--- config.mk ---
export PLATFORM = sky130hd
export DESIGN_NAME = pixel_source_flat
export DESIGN_NICKNAME = d
export VERILOG_FILES = /design/src/rtl/pixel_pkg.sv /design/src/rtl/pixel_if.sv /design/src/rtl/pattern_gen.sv /design/src/rtl/pixel_source.sv /design/src/flat_wrapper.sv
export SDC_FILE = /design/constraint.sdc
export NUM_CORES = 1
export LEC_CHECK = 0
export ABC_AREA = 1
export CAP_MARGIN = 20
export CORE_MARGIN = 2
export CORE_UTILIZATION = 56
export DETAILED_ROUTE_END_ITERATION = 12
export PLACE_DENSITY_LB_ADDON = 0.08
export REMOVE_ABC_BUFFERS = 1
export SLEW_MARGIN = 20
export SYNTH_ARGS = -nofsm -noshare
export SYNTH_HDL_FRONTEND = slang
export SYNTH_SLANG_ARGS = --single-unit
--- constraint.sdc ---
create_clock -name clk -period 7.2 [get_ports clk]
set_input_delay 2.16 -clock clk [delete_from_list [all_inputs] [get_ports clk]]
set_output_delay 2.16 -clock clk [all_outputs]
set_load 0.02 [all_outputs]
--- src/rtl/pixel_pkg.sv ---
// pixel_pkg: shared mode encodings, bar colours and default 800x600 timing
package pixel_pkg;
    typedef enum logic [1:0] {
        MODE_IMG   = 2'd0,
        MODE_BARS  = 2'd1,
        MODE_CHK   = 2'd2,
        MODE_SOLID = 2'd3
    } mode_t;
    // {R,G,B} all-ones flags per bar
    localparam logic [2:0] BAR_WHITE   = 3'b111;
    localparam logic [2:0] BAR_YELLOW  = 3'b110;
    localparam logic [2:0] BAR_CYAN    = 3'b011;
    localparam logic [2:0] BAR_GREEN   = 3'b010;
    localparam logic [2:0] BAR_MAGENTA = 3'b101;
    localparam logic [2:0] BAR_RED     = 3'b100;
    localparam logic [2:0] BAR_BLUE    = 3'b001;
    localparam logic [2:0] BAR_BLACK   = 3'b000;
    // index 0 is the leftmost bar
    localparam logic [7:0][2:0] BAR_COLORS = {BAR_BLACK, BAR_BLUE, BAR_RED, BAR_MAGENTA,
                                              BAR_GREEN, BAR_CYAN, BAR_YELLOW, BAR_WHITE};
    localparam int H_ACTIVE_DEF = 800;
    localparam int H_TOTAL_DEF  = 1056;
    localparam int V_ACTIVE_DEF = 600;
    localparam int V_TOTAL_DEF  = 628;
endpackage

--- src/rtl/pixel_if.sv ---
// pixel_if: image ROM read bus
//   mem_addr  master->slave  ROM read address
//   mem_data  slave->master  {R,G,B} word for the address of the previous cycle
interface pixel_if #(
    parameter int ADDR_W  = 17,
    parameter int COLOR_W = 8
);
    logic [ADDR_W-1:0]    mem_addr;
    logic [3*COLOR_W-1:0] mem_data;
    modport master (output mem_addr, input mem_data);
    modport slave  (input mem_addr, output mem_data);
endinterface

--- src/rtl/pattern_gen.sv ---
// pattern_gen: combinational bars / checker / solid colour from the counters
//   i_hcnt, i_vcnt  raw h/v counters
//   i_frame         frame counter, scrolls the bars
//   i_mode          source select; image mode yields the solid colour (border)
//   i_solid         {R,G,B} solid colour
//   o_rgb           {R,G,B} pattern colour
module pattern_gen
    import pixel_pkg::*;
#(
    parameter int H_ACTIVE = H_ACTIVE_DEF,
    parameter int COLOR_W  = 8,
    parameter int CHK_LOG2 = 5
) (
    input  logic [10:0]          i_hcnt,
    input  logic [9:0]           i_vcnt,
    input  logic [7:0]           i_frame,
    input  mode_t                i_mode,
    input  logic [3*COLOR_W-1:0] i_solid,
    output logic [3*COLOR_W-1:0] o_rgb
);
    localparam int BAR_W = H_ACTIVE / 8;
    logic [11:0] w_pos;
    logic [2:0]  w_bar;
    logic        w_chk;
    logic [2:0]  w_bits;
    assign w_pos  = 12'(i_hcnt) + 12'(i_frame);
    // truncation to 3 bits gives the mod-8 wrap of the bar index
    assign w_bar  = 3'(w_pos / 12'(BAR_W));
    assign w_chk  = 1'(({1'b0, i_vcnt} ^ i_hcnt) >> CHK_LOG2);
    assign w_bits = i_mode == MODE_BARS ? BAR_COLORS[w_bar] : {3{w_chk}};
    assign o_rgb  = (i_mode == MODE_BARS || i_mode == MODE_CHK)
                  ? {{COLOR_W{w_bits[2]}}, {COLOR_W{w_bits[1]}}, {COLOR_W{w_bits[0]}}}
                  : i_solid;
endmodule

--- src/rtl/pixel_source.sv ---
// pixel_source: counters -> one RGB pixel per clock, fixed 2-cycle latency
//   clk, rst_n          pixel clock, asynchronous active-low reset
//   i_count_rgb         horizontal counter
//   i_reset_count_rgb   vertical counter
//   i_mode_req          requested source, latched at (0,0)
//   i_solid_rgb         {R,G,B} for solid mode and the image border
//   rom                 image ROM bus (registered address, data one cycle later)
//   o_red/green/blue    pixel colour
//   o_de                visible-pixel flag aligned with the colour
module pixel_source
    import pixel_pkg::*;
#(
    parameter int H_ACTIVE   = H_ACTIVE_DEF,
    parameter int V_ACTIVE   = V_ACTIVE_DEF,
    parameter int IMG_W      = 400,
    parameter int IMG_H      = 300,
    parameter int SCALE_LOG2 = 1,
    parameter int X0         = 0,
    parameter int Y0         = 0,
    parameter int COLOR_W    = 8,
    parameter int ADDR_W     = 17,
    parameter int CHK_LOG2   = 5
) (
    input  logic                 clk,
    input  logic                 rst_n,
    input  logic [10:0]          i_count_rgb,
    input  logic [9:0]           i_reset_count_rgb,
    input  logic [1:0]           i_mode_req,
    input  logic [3*COLOR_W-1:0] i_solid_rgb,
    pixel_if.master              rom,
    output logic [COLOR_W-1:0]   o_red,
    output logic [COLOR_W-1:0]   o_green,
    output logic [COLOR_W-1:0]   o_blue,
    output logic                 o_de
);
    localparam int IMG_SW = IMG_W << SCALE_LOG2;
    localparam int IMG_SH = IMG_H << SCALE_LOG2;
    int                   w_x;
    int                   w_y;
    logic                 w_sof;
    logic                 w_vis;
    logic                 w_in_img;
    mode_t                w_mode;
    logic [7:0]           w_frame;
    logic [ADDR_W-1:0]    w_addr;
    logic [3*COLOR_W-1:0] w_pat;
    mode_t                r_mode;
    logic [7:0]           r_frame;
    logic                 r_run;
    logic [ADDR_W-1:0]    r_addr;
    logic                 r_vis;
    logic                 r_img_sel;
    logic [3*COLOR_W-1:0] r_pat;
    logic                 r_de;
    logic [3*COLOR_W-1:0] r_rgb;
    assign w_sof   = i_count_rgb == 11'd0 && i_reset_count_rgb == 10'd0;
    // the (0,0) pixel itself already uses the newly latched mode
    assign w_mode  = w_sof ? mode_t'(i_mode_req) : r_mode;
    // the first frame after reset is frame 0; later frame starts advance it
    assign w_frame = (w_sof && r_run) ? r_frame + 8'd1 : r_frame;
    // nothing is visible between reset release and the first frame start
    assign w_vis   = (r_run || w_sof) && i_count_rgb < 11'(H_ACTIVE)
                   && i_reset_count_rgb < 10'(V_ACTIVE);
    assign w_x      = int'(i_count_rgb) - X0;
    assign w_y      = int'(i_reset_count_rgb) - Y0;
    assign w_in_img = w_vis && w_x >= 0 && w_x < IMG_SW && w_y >= 0 && w_y < IMG_SH;
    assign w_addr   = ADDR_W'((w_y >> SCALE_LOG2) * IMG_W + (w_x >> SCALE_LOG2));
    pattern_gen #(
        .H_ACTIVE(H_ACTIVE),
        .COLOR_W (COLOR_W),
        .CHK_LOG2(CHK_LOG2)
    ) u_pat (
        .i_hcnt (i_count_rgb),
        .i_vcnt (i_reset_count_rgb),
        .i_frame(w_frame),
        .i_mode (w_mode),
        .i_solid(i_solid_rgb),
        .o_rgb  (w_pat)
    );
    always_ff @(posedge clk or negedge rst_n) begin
        if (!rst_n) begin
            r_mode    <= MODE_IMG;
            r_frame   <= '0;
            r_run     <= 1'b0;
            r_addr    <= '0;
            r_vis     <= 1'b0;
            r_img_sel <= 1'b0;
            r_pat     <= '0;
            r_de      <= 1'b0;
            r_rgb     <= '0;
        end else begin
            r_mode    <= w_mode;
            r_frame   <= w_frame;
            r_run     <= r_run | w_sof;
            // holding the address outside the image keeps it within the ROM
            if (w_in_img) r_addr <= w_addr;
            r_vis     <= w_vis;
            r_img_sel <= w_in_img && w_mode == MODE_IMG;
            r_pat     <= w_pat;
            r_de      <= r_vis;
            r_rgb     <= r_vis ? (r_img_sel ? rom.mem_data : r_pat) : '0;
        end
    end
    assign rom.mem_addr = r_addr;
    assign {o_red, o_green, o_blue} = r_rgb;
    assign o_de = r_de;
endmodule

--- src/flat_wrapper.sv ---
// flat-port wrapper written by rule: the top's interface ports become plain ports
module pixel_source_flat import pixel_pkg::*;
#(
    parameter int H_ACTIVE   = H_ACTIVE_DEF,
    parameter int V_ACTIVE   = V_ACTIVE_DEF,
    parameter int IMG_W      = 400,
    parameter int IMG_H      = 300,
    parameter int SCALE_LOG2 = 1,
    parameter int X0         = 0,
    parameter int Y0         = 0,
    parameter int COLOR_W    = 8,
    parameter int ADDR_W     = 17,
    parameter int CHK_LOG2   = 5
)
  (clk, rst_n, i_count_rgb, i_reset_count_rgb, i_mode_req, i_solid_rgb, o_red, o_green, o_blue, o_de, rom_mem_addr, rom_mem_data);
  pixel_if #(.ADDR_W(ADDR_W), .COLOR_W(COLOR_W)) rom_i ();
  input  logic clk;
  input  logic rst_n;
  input  logic [10:0] i_count_rgb;
  input  logic [9:0] i_reset_count_rgb;
  input  logic [1:0] i_mode_req;
  input  logic [3*COLOR_W-1:0] i_solid_rgb;
  output logic [COLOR_W-1:0] o_red;
  output logic [COLOR_W-1:0] o_green;
  output logic [COLOR_W-1:0] o_blue;
  output logic o_de;
  output wire logic [$bits(rom_i.mem_addr)-1:0] rom_mem_addr;
  input wire logic [$bits(rom_i.mem_data)-1:0] rom_mem_data;
  assign rom_mem_addr = rom_i.mem_addr;
  assign rom_i.mem_data = rom_mem_data;
  pixel_source #(.H_ACTIVE(H_ACTIVE), .V_ACTIVE(V_ACTIVE), .IMG_W(IMG_W), .IMG_H(IMG_H), .SCALE_LOG2(SCALE_LOG2), .X0(X0), .Y0(Y0), .COLOR_W(COLOR_W), .ADDR_W(ADDR_W), .CHK_LOG2(CHK_LOG2)) u_core (.clk(clk), .rst_n(rst_n), .i_count_rgb(i_count_rgb), .i_reset_count_rgb(i_reset_count_rgb), .i_mode_req(i_mode_req), .i_solid_rgb(i_solid_rgb), .rom(rom_i), .o_red(o_red), .o_green(o_green), .o_blue(o_blue), .o_de(o_de));
endmodule
; Word level (Yosys, flattened, before mapping)
; Memories as Yosys holds them, arrays and structs flattened.
; Cells that the tools add are included.
; W data, S select, Z words.
[word_totals]
ff_bits = 79
inputBits = 73
elab_cells = 47
romBits = 24
n_memories = 1
[classes]
n_div = 1
n_reduce_logical = 14
mul = 1
n_lt_le_gt_ge = 7
mux = 7
eq_ne = 2
add_sub_neg = 3
bitwise_logic = 2
[mem_list]
columns = memory, depth, word_bits, rd, rd_ports_with_merged_regs, wr, line_no
row1 = (name not given), 8, 3, 1, 0, 0, pattern_gen.sv:30  ; assign w_bits = i_mode == MODE_BARS ? BAR_COLORS[w_bar] : {3{w_chk}};
[op_table]
columns = operator, n
row1 = $mux W24, 3
row2 = $lt A11 B10 Y1 const B, 2
row3 = $lt A10 B10 Y1 const B, 2
row4 = $add A17 B11 Y17, 1
row5 = $mul A9 B5 Y13 const B, 1
row6 = $add A11 B8 Y12, 1
row7 = $div A12 B7 Y12 const B, 1
row8 = $ge A11 B1 Y1 const B, 1
row9 = $logic_not A11 Y1, 1
row10 = $ge A10 B1 Y1 const B, 1
row11 = $logic_not A10 Y1, 1
row12 = $logic_and A1 B1 Y1, 9
row13 = $add A8 B1 Y8 const B, 1
row14 = $mux W8, 1
row15 = $mux W3, 2
row16 = $xor A6 B6 Y6, 1
row17 = $lt A3 B4 Y1 const B, 1
row18 = $eq A2 B1 Y1 const B, 1
row19 = $eq A2 B2 Y1 const B, 1
row20 = $logic_not A2 Y1, 1
row21 = $logic_or A1 B1 Y1, 2
row22 = $mux W2, 1
row23 = $or A1 B1 Y1, 1

; Logic depth before layout (Yosys ltp)
; Gate-level depths: netlist (run 1).
[depth]
depth_word = 10
ltp_mapped = 48
ltp_nobuf = 48

; By module
; Synthesis (run 1) repeated with hierarchy kept, for this count alone.
[hier_totals]
hier_cells = 777
area_unflattened_um2 = 5768.0
[modules_own_cells]
columns = mod, cells_each, n_inst, seq_area_each_um2, area_per_inst_um2
row1 = pixel_source, 485, 1, 1976.9, 4341.7
row2 = pattern_gen, 292, 1, 0.0, 1426.4

; Worst setup path after synthesis (run 1)
; Ideal clock, no wire load.
[synth_path]
path_type = input port to flip-flop
start = input i_reset_count_rgb[7]
end = register u_core.r_pat[0]
n_path_buf = 0
path_slack_ps = 581
t_arrival_ps = 6498
cell_stages = 42
cell_sequence = inv_1 ha_1 nand2_1 nor4_1 nand4_1 nor2_1 nand2_1 and3b_1 nand3_1 xor2_1 inv_1 ha_1 nand2_1 inv_1 a21oi_1 nand2_1 nand3_1 nand2_2 [... 6 more ...] nor2_2 nand2_2 nand2_2 nand2_1 o21ai_1 nor2_1 nand2_2 nand3_4 nand2_1 nand4_2 nand2_2 nand2_2 a21oi_1 nand3_1 nand2_1 nand2_2 nand2_4 nand2_2
[synth_via]
elab_chain_cells = 10
elab_cells_between_ends = 14
cone_classes = add/sub: 1 / div: 1 / eq/ne: 2 / mux: 5 / reduce/logical: 4 / memory: 1
[synth_lines]
columns = element, line_no
row1 = from (decl), flat_wrapper.sv:20  ; input logic [9:0] i_reset_count_rgb;
row2 = $logic_not A10 Y1, pixel_source.sv:56  ; assign w_sof = i_count_rgb == 11'd0 && i_reset_count_rgb == 10'd0;
row3 = $logic_and A1 B1 Y1, pixel_source.sv:56
row4 = $logic_and A1 B1 Y1, pixel_source.sv:60  ; assign w_frame = (w_sof && r_run) ? r_frame + 8'd1 : r_frame;
row5 = $mux W8, pixel_source.sv:60
row6 = via u_core.u_pat.i_frame[6], pattern_gen.sv:16  ; input logic [7:0] i_frame,
row7 = $add A11 B8 Y12, pattern_gen.sv:26  ; assign w_pos = 12'(i_hcnt) + 12'(i_frame);
row8 = $div A12 B7 Y12, pattern_gen.sv:28  ; assign w_bar = 3'(w_pos / 12'(BAR_W));
row9 = $mem_v2 Z8 W3, -
row10 = $mux W3 (not written as such), pattern_gen.sv:30
row11 = $mux W3, pattern_gen.sv:30
row12 = $mux W24, pattern_gen.sv:32  ; ? {{COLOR_W{w_bits[2]}}, {COLOR_W{w_bits[1]}}, {COLOR_W{w_bits[0]}}}
row13 = via u_core.u_pat.o_rgb[0], pattern_gen.sv:19  ; output logic [3*COLOR_W-1:0] o_rgb
row14 = to (signal assigned), pixel_source.sv:99  ; r_pat <= w_pat;
row15 = to (decl), pixel_source.sv:53  ; logic [3*COLOR_W-1:0] r_pat;
; The timed path passes the listed nets, and every way through them passes these cells. The select of a mux whose other input is x is not followed.
; A chain may end at the register's enable or synchronous reset.

; Worst setup path in the final report (run 1)
[layout_path]
start = input i_count_rgb[2]
end = register u_core.r_pat[6]
[layout_via]
elab_chain_cells = 10
elab_cells_between_ends = 14
cone_classes = add/sub: 1 / div: 1 / eq/ne: 2 / mux: 5 / reduce/logical: 4 / memory: 1
[layout_lines]
columns = element, line_no
row1 = from (decl), flat_wrapper.sv:19  ; input logic [10:0] i_count_rgb;
row2 = $logic_not A11 Y1, pixel_source.sv:56
row3 = $logic_and A1 B1 Y1, pixel_source.sv:56
row4 = $logic_and A1 B1 Y1, pixel_source.sv:60
row5 = $mux W8, pixel_source.sv:60
row6 = via u_core.u_pat.i_frame[6], pattern_gen.sv:16
row7 = $add A11 B8 Y12, pattern_gen.sv:26
row8 = $div A12 B7 Y12, pattern_gen.sv:28
row9 = $mem_v2 Z8 W3, -
row10 = $mux W3 (not written as such), pattern_gen.sv:30
row11 = $mux W3, pattern_gen.sv:30
row12 = $mux W24, pattern_gen.sv:32
row13 = via u_core.u_pat.o_rgb[6], pattern_gen.sv:19
; The timed path passes the listed nets, and every way through them passes these cells. The select of a mux whose other input is x is not followed.

==> impl_metrics.env, run 1 <==
export IMPL_ir_drop_v=0.0000887
export IMPL_grt_pass1_wl_um=21000
export IMPL_finalInstanceArea_um2=7730
export IMPL_cp_start_kind="primary input"
export IMPL_synth_async_reset_ratio_pct=100
export IMPL_design_die_area_um2=10400
export IMPL_p_seq_share_pct=37.9
export IMPL_drv_cap=0
export IMPL_ys_ff_latch=79
export IMPL_num_rows=35
export IMPL_via_count=5180
export IMPL_gp_congestion=0.863
export IMPL_synth_edff_count=0
export IMPL_root_buffer="clkbuf_8"
export IMPL_overflow=0
export IMPL_place_hpwl_um=10100
export IMPL_pwr_share_clk_pct=21.0
export IMPL_skew_ns=0.0181
export IMPL_drtAntennaViolNets=0
export IMPL_power_internal_w=0.000868
export IMPL_antenna_found_initial=0
export IMPL_post_dp_cell_area_um2=7030
export IMPL_swShare_pct=36.2
export IMPL_io_buffers=114
export IMPL_syn_inst=705
export IMPL_setup_viol=0
export IMPL_syn_area_um2=5390
export IMPL_clockBufferDepth=2
export IMPL_drc_errors=0
export IMPL_coreArea_um2=9280
export IMPL_rrSetupSlack_ns=2.52
export IMPL_yosysSeqAreaShare_pct=36.7
export IMPL_h_tree_depth=3
export IMPL_netSwitchingPower_w=0.000492
export IMPL_cts_buffers=9
export IMPL_powerDensity_nw_per_um2=176
export IMPL_synth_top_area_share_pct=36.7
export IMPL_min_path_type="reg -> reg"
export IMPL_seq_area_um2=1980
export IMPL_insertion_delay_ns=0.35
export IMPL_die_h_um=102
export IMPL_worst_pin_slew_ns=0.932
export IMPL_ys_warn_count=0
export IMPL_fillers=579
export IMPL_slew_headroom_pct=37.9
export IMPL_routed_wl_um=13800
export IMPL_wl_per_cell_um=13.6
export IMPL_drive_gt1_share_pct=22.3
export IMPL_io_pins=115
export IMPL_critPathKind="in -> reg"
export IMPL_cp_max_fo=8
export IMPL_antenna_cells=0
export IMPL_synth_distinct_cells=36
export IMPL_fp_dieW_um=102
export IMPL_rr_startpoint="u_core.r_run"
export IMPL_grt_max_degree=80
export IMPL_reg2reg_depth=36
export IMPL_r2r_end="u_core.r_pat[6]"
export IMPL_via_per_inst=5.10
export IMPL_slowest_delay_ns=0.48
export IMPL_area_growth_pct=43.4
export IMPL_crit_path_end="u_core.r_pat[6]"
export IMPL_synthTopCellsByArea="dfrtp_1 37%, nand2_1 12%, ha_1 12%"
export IMPL_status="complete, no violations"
export IMPL_hold_viol=0
export IMPL_slowest_stage="clkdlybuf4s50_1"
export IMPL_worstPathArrival_ns=7.24
export IMPL_synth_area_per_cell_um2=7.65
export IMPL_required_ns=7.43
export IMPL_place_ws_ns=-0.474
export IMPL_crit_start="i_count_rgb[2]"
export IMPL_cts_tree="done"
export IMPL_initial_core_util_pct=58.1
export IMPL_cts_sinks=79
export IMPL_grt_usage_pct=25.1
export IMPL_yosys_area_top_type="dfrtp_1"
export IMPL_p_comb_share_pct=41.1
export IMPL_finalNetCount=1014
export IMPL_drt_pass1_iterations=7
export IMPL_timing_fmax_mhz=143
export IMPL_slew_viol_final=0
export IMPL_multi_input_area_um2=3390
export IMPL_leakagePower_nw=4.13
export IMPL_period_share_pct=97.4
export IMPL_setup_slack_ns=0.191
export IMPL_finalCriticalPeriod_ns=7.01
export IMPL_crit_path_end_kind="flip-flop"
export IMPL_fin_setup_tns_ns=0
export IMPL_grt_pass1_vias=4822
export IMPL_synth_ff_type="dfrtp_1"
export IMPL_initialDrtViolationCount=213
export IMPL_clk_pin_slew_worst_paths_ns=0.09
[cell usage in the layout, fill, tap and decap left out, types with 14 or more instances in the layout]
cell	count
nand2_2	43
inv_2	17
clkdlybuf4s50_1	95
buf_4	63
a21oi_1	14
o21ai_0	46
nand3_1	24
nand2_1	143
nor2_1	72
ha_1	48
inv_1	81
dfrtp_1	79
xor2_1	18
dlymetal6s2s_1	18
nand2_4	14
[worst max-delay path, delay by kind of cell]
kind            cells  cell delay, ns
buf+inv             4            0.74
simple gates       30            3.45
fa+ha+maj           1            0.32
xor+xnor            1            0.19
compound gates      2            0.36
[power groups by stage]
stage	combinational [W]	clock (W)	sequential [W]
6_report	0.000559	0.000285	0.000516
5_1_grt	0.000618	0.000305	0.000521
4_1_cts	0.000527	0.000289	0.000516
3_5_place_dp	0.000521	0	0.000524
3_3_place_gp	0.000505	0	0.000522
2_1_floorplan	0.000250	0	0.000573
[cell families after synthesis]
group | Yosys count | synth area share (%)
flip-flops | 79 | 36.7
AO/OA/AOI/OAI | 79 | 7.78
buffers and inverters | 109 | 7.59
AND/OR/NAND/NOR | 350 | 28.7
adder cells (fa/ha/maj) | 59 | 14.5
XOR/XNOR | 28 | 4.55
multiplexers | 1 | 0.209
[cells in the mapped netlist, types with 4 or more instances]
master,instances
a21oi_1,18
clkbuf_1,10
dfrtp_1,79
fa_1,6
ha_1,53
inv_1,93
inv_2,5
nand2_1,177
nand2_2,22
nand3_1,31
nand3_2,4
nand4_1,10
nor2_1,82
o21ai_0,48
o21ai_1,4
o21bai_1,4
or2_2,4
xnor2_1,10
xor2_1,18
[repair_timing]
action / 4_1_cts / 5_1_grt
hold buffers: 0 / 0
gates resized for setup: 7 / 119
setup buffers: 1 / 11
pin swaps: 3 / 54
endpoints found under the setup margin: 16 / 24
hold endpoints to repair: 0 / 0
[layout make-up]
cell class,instances,area share [%]
Clock buffer,10,1.65
Timing Repair Buffer,177,21.5
Clock inverter,6,0.583
Multi-Input combinational cell,517,43.9
Inverter,98,4.76
Tap cell,129,2.09
Sequential cell,79,25.6
[worst min-delay path by stage]
stage,start,end,cells past startpoint
after floorplan,u_core.r_run,u_core.r_run,2
after global placement,u_core.rom.mem_addr[4],u_core.rom.mem_addr[4],2
after detailed placement,u_core.rom.mem_addr[4],u_core.rom.mem_addr[4],2
after CTS,u_core.rom.mem_addr[4],u_core.rom.mem_addr[4],2
after global routing,u_core.r_pat[19],u_core.r_rgb[19],2
final,u_core.r_pat[9],u_core.r_rgb[9],2
[flip-flops by register name (all words and copies together) (netlist names)]
register	count
u_core.r_img_sel	1
u_core.r_vis	1
u_core.rom.mem_addr	17
u_core.r_mode	2
u_core.r_pat	24
u_core.r_run	1
u_core.r_rgb	24
u_core.o_de	1
u_core.r_frame	8
[metal layers]
metal	global-route usage (%)	wire length, um
met1	31.3	5780
met2	46.0	7030
met3	3.21	735
met4	6.77	296
met5	0	0
[stage by stage]
stage          hold slack, ns  power, W  instances  util (%)
2_1_floorplan           0.442  0.000823        694         -
3_3_place_gp            0.462   0.00103        988      75.7
3_5_place_dp            0.472   0.00105        988      75.7
4_1_cts                 0.492   0.00133       1005      78.1
5_1_grt                 0.511   0.00144       1016      83.2
6_report                0.486   0.00136       1016      83.2
No activity file was read; power rests on OpenSTA's default activity.
==> run 2: changes to the inputs <==
--- a/config.mk
+++ b/config.mk
@@ -10,7 +10,7 @@
 export CORE_MARGIN = 2
 export CORE_UTILIZATION = 56
 export DETAILED_ROUTE_END_ITERATION = 12
-export PLACE_DENSITY_LB_ADDON = 0.08
+export PLACE_DENSITY = 0.87
 export REMOVE_ABC_BUFFERS = 1
 export SLEW_MARGIN = 20
 export SYNTH_ARGS = -nofsm -noshare
==> run 2 against run 1 <==
Against the previous run:
- first-iteration DRC count is 31% higher
- setup slack worse by 0.056 ns
- via count up 4.2%
- design area shrank 0.34%
- critical endpoint is now u_core.r_pat[0]
- total power rose by 8.0%
==> impl_metrics.env, run 2 (synthesized netlist as in run 1, its figures left out) <==
export IMPL_cts_buffers=9
export IMPL_finalInstanceArea_um2=7700
export IMPL_timing_fmax_mhz=142
export IMPL_leakagePower_nw=4.16
export IMPL_ir_drop_v=0.000127
export IMPL_slowest_stage="clkdlybuf4s50_1"
export IMPL_gp_congestion=0.931
export IMPL_drtAntennaViolNets=0
export IMPL_cp_max_fo=8
export IMPL_drive_gt1_share_pct=21.2
export IMPL_final_common_cell="nand2_1"
export IMPL_via_count=5399
export IMPL_grt_pass1_wl_um=22900
export IMPL_insertion_delay_ns=0.35
export IMPL_coreArea_um2=9280
export IMPL_post_route_util_pct=83.0
export IMPL_drc_errors=0
export IMPL_grt_max_degree=80
export IMPL_via_per_inst=5.33
export IMPL_grt_usage_pct=27.8
export IMPL_period_share_pct=98.1
export IMPL_wl_per_cell_um=15.2
export IMPL_drt_pass1_iterations=5
export IMPL_clockBufferDepth=2
export IMPL_drv_cap=0
export IMPL_initial_core_util_pct=58.1
export IMPL_skew_ns=0.0116
export IMPL_antenna_found_initial=0
export IMPL_fp_dieW_um=102
export IMPL_worst_pin_slew_ns=0.946
export IMPL_cpMostUsedCell="nand2_2"
export IMPL_finalCriticalPeriod_ns=7.07
export IMPL_place_hpwl_um=11100
export IMPL_finalNetCount=1010
export IMPL_min_path_type="reg -> reg"
export IMPL_num_rows=35
export IMPL_cts_sinks=79
export IMPL_routed_wl_um=15400
export IMPL_io_buffers=114
export IMPL_design_die_area_um2=10400
export IMPL_p_total_w=0.00147
export IMPL_root_buffer="clkbuf_8"
export IMPL_clk_pin_slew_worst_paths_ns=0.09
export IMPL_rr_startpoint="u_core.r_frame[0]"
export IMPL_h_tree_depth=3
export IMPL_crit_path_end="u_core.r_pat[0]"
export IMPL_rrSetupSlack_ns=2.40
export IMPL_crit_start="i_count_rgb[2]"
export IMPL_final_cell_mix="150 x nand2_1, 95 x clkdlybuf4s50_1, 86 x inv_1"
export IMPL_die_h_um=102
export IMPL_r2r_end="u_core.r_pat[0]"
export IMPL_grt_pass1_vias=5233
export IMPL_slowest_delay_ns=0.49
export IMPL_slew_viol_final=0
export IMPL_hold_viol=0
export IMPL_antenna_cells=0
export IMPL_setup_viol=0
export IMPL_area_growth_pct=42.9
export IMPL_crit_path_end_kind="flip-flop"
export IMPL_required_ns=7.44
export IMPL_overflow=0
export IMPL_cp_start_kind="primary input"
export IMPL_whs_ns=0.490
export IMPL_cts_tree="done"
export IMPL_powerDensity_nw_per_um2=191
export IMPL_reg2reg_depth=40
export IMPL_slew_headroom_pct=36.9
export IMPL_post_dp_cell_area_um2=7030
export IMPL_critPathKind="in -> reg"
export IMPL_worstPathArrival_ns=7.30
export IMPL_initialDrtViolationCount=279
export IMPL_status="complete, no violations"
export IMPL_io_pins=115
export IMPL_fin_setup_tns_ns=0
[run 2: changes by cell type in the layout (fill, tap and decap cells not counted), sizes merged]
cell,delta
clkinv,-1
clkinvlp,-3
clkbuf,-1
bufinv,+2
inv,+3
buf,-4
[run 2: worst min-delay path by stage]
| stage | start | endpoint | slack (ns) | cells after the start |
|---|---|---|---|---|
| finish | u_core.rom.mem_addr[4] | u_core.rom.mem_addr[4] | 0.49 | 2 |
| global route | u_core.rom.mem_addr[4] | u_core.rom.mem_addr[4] | 0.51 | 2 |
| CTS | u_core.rom.mem_addr[4] | u_core.rom.mem_addr[4] | 0.49 | 2 |
| detailed placement | u_core.rom.mem_addr[4] | u_core.rom.mem_addr[4] | 0.47 | 2 |
| global placement | u_core.r_run | u_core.r_run | 0.46 | 2 |
| floorplan | u_core.r_run | u_core.r_run | 0.44 | 2 |
[run 2: through the flow]
stage	instances	setup WS, ns
after floorplan	694	0.581
after global placement	988	-0.119
after detailed placement	988	-0.403
after CTS	1004	0.0143
after global routing	1012	-0.293
final	1012	0.134
[run 2: final cells by class]
| class | instances | area [um2] |
|---|---|---|
| timing repair buffer | 173 | 1630 |
| sequential | 79 | 1980 |
| clock buffer | 9 | 124 |
| clock inverter | 7 | 109 |
| fill | 547 | 1580 |
| inverter | 98 | 368 |
| tap | 129 | 161 |
| multi-input combinational | 517 | 3340 |
[run 2: report_power, final]
| part | internal (W) | switching, W |
|---|---|---|
| clock | 0.000203 | 0.000180 |
| sequential | 0.000491 | 0.0000261 |
| combinational | 0.000253 | 0.000316 |
| total | 0.000947 | 0.000522 |
[run 2: worst max-delay path: cells and delay by family]
family / cells / cell delay (ns)
XOR/XNOR: 1 / 0.14
adder cells (fa/ha/maj): 1 / 0.25
buffers and inverters: 4 / 0.92
AO/OA/AOI/OAI: 2 / 0.41
AND/OR/NAND/NOR: 33 / 3.38
[run 2: timing repair]
action | 4_1_cts | 5_1_grt
pin swaps | 0 | 40
setup buffers | 0 | 8
gates resized for setup | 1 | 106
endpoints found under the setup margin | 14 | 24
hold buffers | 0 | 0
[run 2: layer usage]
metal | up-vias | part of all wire (%) | global-route usage (%)
met5 | - | 0 | 0
met4 | 0 | 3.9 | 11.5
met3 | 65 | 7.1 | 4.72
met2 | 263 | 50 | 49.3
met1 | 2504 | 39 | 33.7
li1 | 2567 | - | -
